## config.mk

```make
export PLATFORM = sky130hd
export DESIGN_NAME = wbm_initiator
export DESIGN_NICKNAME = d
export VERILOG_FILES = /design/src/rtl/wbm_pkg.sv /design/src/rtl/wbm_timeout_cnt.sv /design/src/rtl/wbm_initiator.sv
export SDC_FILE = /design/constraint.sdc
export NUM_CORES = 1
export LEC_CHECK = 0
export CORE_ASPECT_RATIO = 1.25
export CORE_MARGIN = 1.5
export CORE_UTILIZATION = 52
export CTS_BUF_LIST = sky130_fd_sc_hd__clkbuf_16
export DETAILED_ROUTE_END_ITERATION = 10
export PLACE_DENSITY_LB_ADDON = 0.05
export SLEW_MARGIN = 20
export SYNTH_ARGS = -nofsm -noshare
export SYNTH_HDL_FRONTEND = slang
export SYNTH_SLANG_ARGS = --single-unit
```

## constraint.sdc

```tcl
create_clock -name wb_clk_i -period 7.07 [get_ports wb_clk_i]
set_input_delay 1.414 -clock wb_clk_i [delete_from_list [all_inputs] [get_ports wb_clk_i]]
set_output_delay 1.414 -clock wb_clk_i [all_outputs]
set_load 0.1 [all_outputs]
```

## src/rtl/wbm_pkg.sv

```systemverilog
// wbm_pkg: shared state encoding, bus constants and slave region map for the Wishbone initiator.
package wbm_pkg;

    typedef enum logic [1:0] {
        IDLE,
        WDATA,
        BUS,
        RESP
    } wbm_state_e;

    localparam logic [3:0]  WBM_SEL_ALL    = 4'hF;
    localparam logic [31:0] WBM_STRIDE     = 32'd4;

    localparam logic [31:0] WBM_CTRL_BASE  = 32'h3000_0000;
    localparam logic [31:0] WBM_QUERY_BASE = 32'h3001_0000;
    localparam logic [31:0] WBM_LEAF_BASE  = 32'h3002_0000;
    localparam logic [31:0] WBM_BEST_BASE  = 32'h3003_0000;
    localparam logic [31:0] WBM_NODE_BASE  = 32'h3004_0000;
    localparam logic [31:0] WBM_ADDR_MASK  = 32'hFFFF_0000;

    function automatic logic [31:0] wbm_align(input logic [31:0] a);
        return {a[31:2], 2'b00};
    endfunction

endpackage

```

## src/rtl/wbm_timeout_cnt.sv

```systemverilog
// wbm_timeout_cnt: counts BUS cycles without ack and flags the cycle in which the limit is reached.
module wbm_timeout_cnt #(
    parameter int TIMEOUT_CYCLES = 256
) (
    input  logic clk_i,
    input  logic rst_i,
    input  logic run_i,
    input  logic ack_i,
    output logic expired_o
);
    localparam int CW = $clog2(TIMEOUT_CYCLES + 1);

    logic [CW-1:0] cnt_q;

    // Idle between beats (WDATA/RESP/IDLE) always lasts a cycle, so clearing while not running resets it on BUS entry.
    always_ff @(posedge clk_i or posedge rst_i) begin
        if (rst_i)
            cnt_q <= '0;
        else if (!run_i)
            cnt_q <= '0;
        else if (!ack_i)
            cnt_q <= cnt_q + CW'(1);
    end

    assign expired_o = run_i && !ack_i && (cnt_q == CW'(TIMEOUT_CYCLES - 1));

endmodule

```

## src/rtl/wbm_initiator.sv

```systemverilog
// wbm_initiator: Wishbone classic single-beat master driven by a command port with write/read data streams.
// Define WBM_TIMEOUT_EN to abort a beat after TIMEOUT_CYCLES cycles without ack and flag err.
module wbm_initiator
    import wbm_pkg::*;
#(
    parameter int LEN_W          = 10,
    parameter int TIMEOUT_CYCLES = 256
) (
    input  logic             wb_clk_i,
    input  logic             wb_rst_i,
    input  logic             cmd_valid,
    output logic             cmd_ready,
    input  logic             cmd_we,
    input  logic [31:0]      cmd_addr,
    input  logic [LEN_W-1:0] cmd_len,
    input  logic             wdata_valid,
    output logic             wdata_ready,
    input  logic [31:0]      wdata,
    output logic             rsp_valid,
    input  logic             rsp_ready,
    output logic [31:0]      rsp_data,
    output logic             busy,
    output logic             done,
    output logic             err,
    output logic             wbm_cyc_o,
    output logic             wbm_stb_o,
    output logic             wbm_we_o,
    output logic [3:0]       wbm_sel_o,
    output logic [31:0]      wbm_adr_o,
    output logic [31:0]      wbm_dat_o,
    input  logic             wbm_ack_i,
    input  logic [31:0]      wbm_dat_i
);
    wbm_state_e       state_q;
    logic [31:0]      addr_q;
    logic             we_q;
    logic [LEN_W-1:0] rem_q;
    logic             cmd_ready_q, wdata_ready_q, rsp_valid_q, busy_q, done_q, err_q;
    logic             cyc_q, stb_q, bus_we_q;
    logic [3:0]       sel_q;
    logic [31:0]      adr_q, dat_q, rsp_data_q;
    logic [31:0]      next_addr;
    logic             expired;

    assign next_addr = addr_q + WBM_STRIDE;

`ifdef WBM_TIMEOUT_EN
    wbm_timeout_cnt #(
        .TIMEOUT_CYCLES(TIMEOUT_CYCLES)
    ) u_timeout (
        .clk_i    (wb_clk_i),
        .rst_i    (wb_rst_i),
        .run_i    (stb_q),
        .ack_i    (wbm_ack_i),
        .expired_o(expired)
    );
    assign err = err_q;
`else
    logic unused_timeout;
    assign expired        = 1'b0;
    assign unused_timeout = err_q | (TIMEOUT_CYCLES == 0);
    assign err            = 1'b0;
`endif

    always_ff @(posedge wb_clk_i or posedge wb_rst_i) begin
        if (wb_rst_i) begin
            state_q       <= IDLE;
            addr_q        <= '0;
            we_q          <= 1'b0;
            rem_q         <= '0;
            cmd_ready_q   <= 1'b1;
            wdata_ready_q <= 1'b0;
            rsp_valid_q   <= 1'b0;
            rsp_data_q    <= '0;
            busy_q        <= 1'b0;
            done_q        <= 1'b0;
            err_q         <= 1'b0;
            cyc_q         <= 1'b0;
            stb_q         <= 1'b0;
            bus_we_q      <= 1'b0;
            sel_q         <= '0;
            adr_q         <= '0;
            dat_q         <= '0;
        end else begin
            done_q <= 1'b0;
            case (state_q)
                IDLE: if (cmd_valid) begin
                    addr_q      <= wbm_align(cmd_addr);
                    we_q        <= cmd_we;
                    rem_q       <= cmd_len;
                    err_q       <= 1'b0;
                    cmd_ready_q <= 1'b0;
                    busy_q      <= 1'b1;
                    if (cmd_we) begin
                        state_q       <= WDATA;
                        wdata_ready_q <= 1'b1;
                    end else begin
                        state_q  <= BUS;
                        cyc_q    <= 1'b1;
                        stb_q    <= 1'b1;
                        sel_q    <= WBM_SEL_ALL;
                        bus_we_q <= 1'b0;
                        adr_q    <= wbm_align(cmd_addr);
                    end
                end
                WDATA: if (wdata_valid) begin
                    dat_q         <= wdata;
                    wdata_ready_q <= 1'b0;
                    state_q       <= BUS;
                    cyc_q         <= 1'b1;
                    stb_q         <= 1'b1;
                    sel_q         <= WBM_SEL_ALL;
                    bus_we_q      <= 1'b1;
                    adr_q         <= addr_q;
                end
                BUS: if (wbm_ack_i || expired) begin
                    cyc_q    <= 1'b0;
                    stb_q    <= 1'b0;
                    sel_q    <= '0;
                    bus_we_q <= 1'b0;
                    if (!wbm_ack_i) begin
                        err_q       <= 1'b1;
                        done_q      <= 1'b1;
                        busy_q      <= 1'b0;
                        cmd_ready_q <= 1'b1;
                        state_q     <= IDLE;
                    end else if (!we_q) begin
                        rsp_data_q  <= wbm_dat_i;
                        rsp_valid_q <= 1'b1;
                        state_q     <= RESP;
                    end else if (rem_q == '0) begin
                        done_q      <= 1'b1;
                        busy_q      <= 1'b0;
                        cmd_ready_q <= 1'b1;
                        state_q     <= IDLE;
                    end else begin
                        addr_q        <= next_addr;
                        rem_q         <= rem_q - LEN_W'(1);
                        wdata_ready_q <= 1'b1;
                        state_q       <= WDATA;
                    end
                end
                RESP: if (rsp_ready) begin
                    rsp_valid_q <= 1'b0;
                    if (rem_q == '0) begin
                        done_q      <= 1'b1;
                        busy_q      <= 1'b0;
                        cmd_ready_q <= 1'b1;
                        state_q     <= IDLE;
                    end else begin
                        addr_q   <= next_addr;
                        rem_q    <= rem_q - LEN_W'(1);
                        state_q  <= BUS;
                        cyc_q    <= 1'b1;
                        stb_q    <= 1'b1;
                        sel_q    <= WBM_SEL_ALL;
                        bus_we_q <= 1'b0;
                        adr_q    <= next_addr;
                    end
                end
                default: state_q <= IDLE;
            endcase
        end
    end

    assign cmd_ready   = cmd_ready_q;
    assign wdata_ready = wdata_ready_q;
    assign rsp_valid   = rsp_valid_q;
    assign rsp_data    = rsp_data_q;
    assign busy        = busy_q;
    assign done        = done_q;
    assign wbm_cyc_o   = cyc_q;
    assign wbm_stb_o   = stb_q;
    assign wbm_we_o    = bus_we_q;
    assign wbm_sel_o   = sel_q;
    assign wbm_adr_o   = adr_q;
    assign wbm_dat_o   = dat_q;

endmodule

```

# Yosys cells after proc, flatten, opt, wreduce, memory -nomap -nowiden
# Cells that the tools add are included.
[word_totals]
regBits = 152
out_inout_bits = 109
[op_classes]
n_bitwise = 1
n_eq_ne = 13
reduce_logical = 15
n_addsub = 2
mux = 73
[ops]
columns = ["operator", "count"]
rows = [
  ["$mux W32", 10],
  ["$pmux W32 S3", 2],
  ["$mux W10", 5],
  ["$mux W1", 33],
  ["$add A32 B3 Y32 const B", 1],
  ["$pmux W10 S3", 1],
  ["$mux W4", 6],
  ["$ne A2 B2 Y1 const B", 10],
  ["$pmux W4 S4", 1],
  ["$mux W2", 7],
  ["$reduce_and A6 Y1", 2],
  ["$logic_not A10 Y1", 1],
  ["$sub A10 B1 Y10 const B", 1],
  ["$pmux W1 S3", 3],
  ["$reduce_bool A3 Y1", 3],
  ["$pmux W1 S4", 2],
  ["$pmux W2 S4", 1],
  ["$reduce_and A4 Y1", 2],
  ["$reduce_and A7 Y1", 1],
  ["$reduce_and A5 Y1", 1],
  ["$eq A2 B2 Y1 const B", 2],
  ["$pmux W1 S2", 2],
  ["$reduce_and A2 Y1", 2],
  ["$reduce_and A3 Y1", 1],
  ["other kinds (4)", 4],
]

# Longest topological paths before layout
[depth]
depth_word = 5
depth_mapped = 9

# Least setup slack after synthesis
# No wires, ideal clock.
[synth_path]
path_type = "reg-to-output"
from = "register, netlist name wbm_sel_o[2]"
to = "output wbm_sel_o[0]"
arrival_ns = 1.406
path_slack_ns = 4.250
t_required_ns = 5.656
stages_incl_launch_ff = 2
cell_sequence = "dfrtp_1 buf_4"
[synth_rtl]
columns = ["element", "line_no", "text"]
rows = [
  ["end: declaration", "wbm_initiator.sv:28", "output logic [3:0] wbm_sel_o,"],
]

# Worst setup path in the final report
[layout_path]
from = "input rsp_ready"
to = "register addr_q[19]"
[layout_via]
elab_chain_len = 2
[layout_lines]
columns = ["element", "line_no", "text"]
rows = [
  ["start: declaration", "wbm_initiator.sv:20", "input logic rsp_ready,"],
  ["$ne A2 B2 Y1 (no line)", "n/a", ""],
  ["$reduce_and A5 Y1 (no line)", "n/a", ""],
  ["end signal: assignment", "wbm_initiator.sv:88", "addr_q <= wbm_align(cmd_addr);"],
  ["end signal: assignment", "wbm_initiator.sv:137", "addr_q <= next_addr;"],
  ["end signal: assignment", "wbm_initiator.sv:151", "addr_q <= next_addr;"],
  ["end: declaration", "wbm_initiator.sv:35", "logic [31:0] addr_q;"],
]
# Every way passes these cells.
# A chain may end at the register's enable or synchronous reset.

==> flow_summary.yaml <==
status:
  run_status: "complete, no violations"
cts:
  clk_latency_ns: 0.43
  cts_resized: 0
  cts_buffers: 17
  clock-sinks: 144
  clockBufferDepth: 2
  cts_htree_levels: 4
  root_buffer: "clkbuf_16"
  postCtsSetupRepairBufs: 0
  cts_tree: "yes"
  cts.clk_slew.worst_paths_ns: 0.06
  ctsHoldBuffers: 0
logic_synthesis:
  synth_edf_count: 0
  synth_top_flop_cell: "dfrtp_1"
  synth-seq-cells: 144
  async_flop_share_pct: 100.0
  netlist_area_um2: 7627
  synth_top_cell_by_area: "dfrtp_1"
  synth.avg_cell_area_um2: 9.816
  synth_top_area_share_pct: 46.92
  yosysWarnings: 0
  synth.distinct_cells: 70
  synthTopCellsByArea: "dfrtp_1, mux2_2, o21ai_0"
  yosysSeqAreaShare_pct: 47.26
  netlist_instances: 777
worst_setup_path:
  slowest_stage: "or4_1"
  cp-start-kind: "input pin"
  path_cells: "clkdlybuf4s50_1 > a21boi_0 > a31oi_2 > nand2_1 > or4_1 > nand3_1"
  cp.arrival_ns: 3.99
  path_buf_inv: 1
  crit_fanout: 29
  crit_path_start: "rsp_ready"
  required_ns: 7.43
  crit_family: "simple AND/OR/NAND/NOR gates"
  cpPeakStageDelay_ns: 0.73
  r2r_slack_ns: 3.68
  timing.rr.start: "state_q[1]"
  cp-end-kind: "flip-flop"
  setup.worst_path.class: "in -> reg"
timing:
  final.setup.tns_ns: 0
  period_share_pct: 51.26
  worst_pin_slew_ns: 1.063
  slew_headroom_pct: 28.96
  skew_ns: 0.008517
  drv_slew: 0
  setup_viol: 0
  period_needed_ns: 3.624
  hold_viol_final: 0
  timing.fmax_ghz: 0.2759
  rsz0062_at_grt: "false"
finish:
  syn_to_final_growth_pct: 35.68
  final_common_cell: "clkdlybuf4s50_1"
  register_area_um2: 3606
  fill_cells: 1097
  nNetsFinal: 1069
  multi_input_area_um2: 3622
  final_cell_mix: "clkdlybuf4s50_1, dfrtp_1, nand2_1"
  layout-drive-gt1-share_pct: 12.85
hold_path:
  hp-start: "wbm_adr_o[18]"
  hold_path_class: "reg -> reg"
route:
  drtIter0Drc: 470
  ant_nets: 0
  wl_um: 21520
  wl_per_cell_um: 18.81
  first_pass_iters: 5
  via_count: 6953
  drcViolationCount: 0
  viasPerCell: 6.078
placed_design:
  finalWeightedCongestion: 0.9075
  port_buffers: 216
  place_hpwl_um: 14990
global_routing:
  grt.busiest_layer: "met2"
  grt_use_total_pct: 28.17
  globalRoute.totalOverflow: 0
  grt_pass1_wl_um: 34860
  grt_max_degree: 88
  met3_usage_pct: 8.637
  grt_util_met2_pct: 49.14
  gr-usage-met1_pct: 30.99
  antenna_found_initial: 1
  grt_pass1_vias: 7089
floorplanning:
  io_pins: 222
  num_rows: 49
  die_area_um2: 15410
  initial_core_util_pct: 53.17
  die_y_um: 138.4
  die_w_um: 111.3
  core-area_um2: 14350
flow_run:
  cap_violations: 0
-- cell families (layout without fill, tap and decap cells) --
group | count (synthesis) | after routing | synth area share, %
AO/OA/AOI/OAI | 217 | 217 | 18.01
XOR/XNOR | 15 | 15 | 1.722
adder cells (fa/ha/maj) | 3 | 3 | 0.4922
buffers and inverters | 88 | 274 | 5.626
flip-flops | 144 | 144 | 47.26
multiplexers | 75 | 75 | 10.91
other | 1 | 4 | 0.04917
AND/OR/NAND/NOR | 234 | 234 | 15.93
-- final timing paths --
path,endpoint,cells past startpoint
max,addr_q[19],6
min,wbm_adr_o[18],2
max reg2reg,addr_q[20],6
min reg2reg,wbm_adr_o[18],2
max in group asynchronous,rsp_data[25],3
min in group asynchronous,wbm_dat_o[12],2
-- per-layer routing --
layer	vias up	wire length (µm)
met3	55	1744
met4	0	663
met1	3395	7882
li1	3176	-
met5	-	0
met2	327	11230
-- layout make-up --
class                      instances  share of cell area, %
timing repair buffer             225                  21.55
clock buffer                      17                  4.111
antenna                            1                0.02418
multi-input combinational        547                  35.00
tap                              178                  2.152
sequential                       144                  34.84
clock inverter                    14                  1.620
inverter                          18                 0.7012
-- flip-flops by register name, summed over array words and instances (netlist names), 2 cells and up --
name / cells
rsp_data: 32
wbm_dat_o: 32
addr_q: 30
wbm_adr_o: 30
rem_q: 10
state_q: 2
-- stage by stage --
stage	worst slack [ns]	hold WS, ns	utilization (%)	cells	cell area, µm²
final	3.446	0.4805	72.14	1144	10350
after global routing	3.312	0.4989	72.14	1144	10350
after CTS	3.497	0.4879	72.06	1143	10340
after detailed placement	3.040	0.4740	67.92	1112	9744
after global placement	3.109	0.4614	67.92	1112	9744
after floorplan	1.791	0.4611	-	779	7635
-- worst reg2reg max path: cells and delay by family (launching register included) --
family                 cells  cell delay, ns
AND/OR/NAND/NOR            2            1.39
buffers and inverters      2            1.00
flip-flops                 1            0.62
AO/OA/AOI/OAI              2            0.22
-- synthesized netlist by cell type, types with 6 or more instances --
cell type / count
o22ai_1: 18
a21oi_1: 55
nor4_1: 7
buf_1: 6
nand2_1: 70
mux2i_1: 10
xor2_1: 6
inv_1: 17
dfrtp_1: 143
nand3_1: 35
nand4_1: 22
nor3_1: 14
buf_4: 17
o21ai_0: 60
a31oi_1: 11
o21a_1: 7
xnor2_1: 9
buf_2: 15
a2bb2oi_1: 20
and4_1: 7
clkbuf_1: 29
nor2_1: 43
and2_1: 7
mux2_2: 65
Power is not shown: default switching activity piles up to over one toggle a cycle in this logic, so the estimate is an artifact.
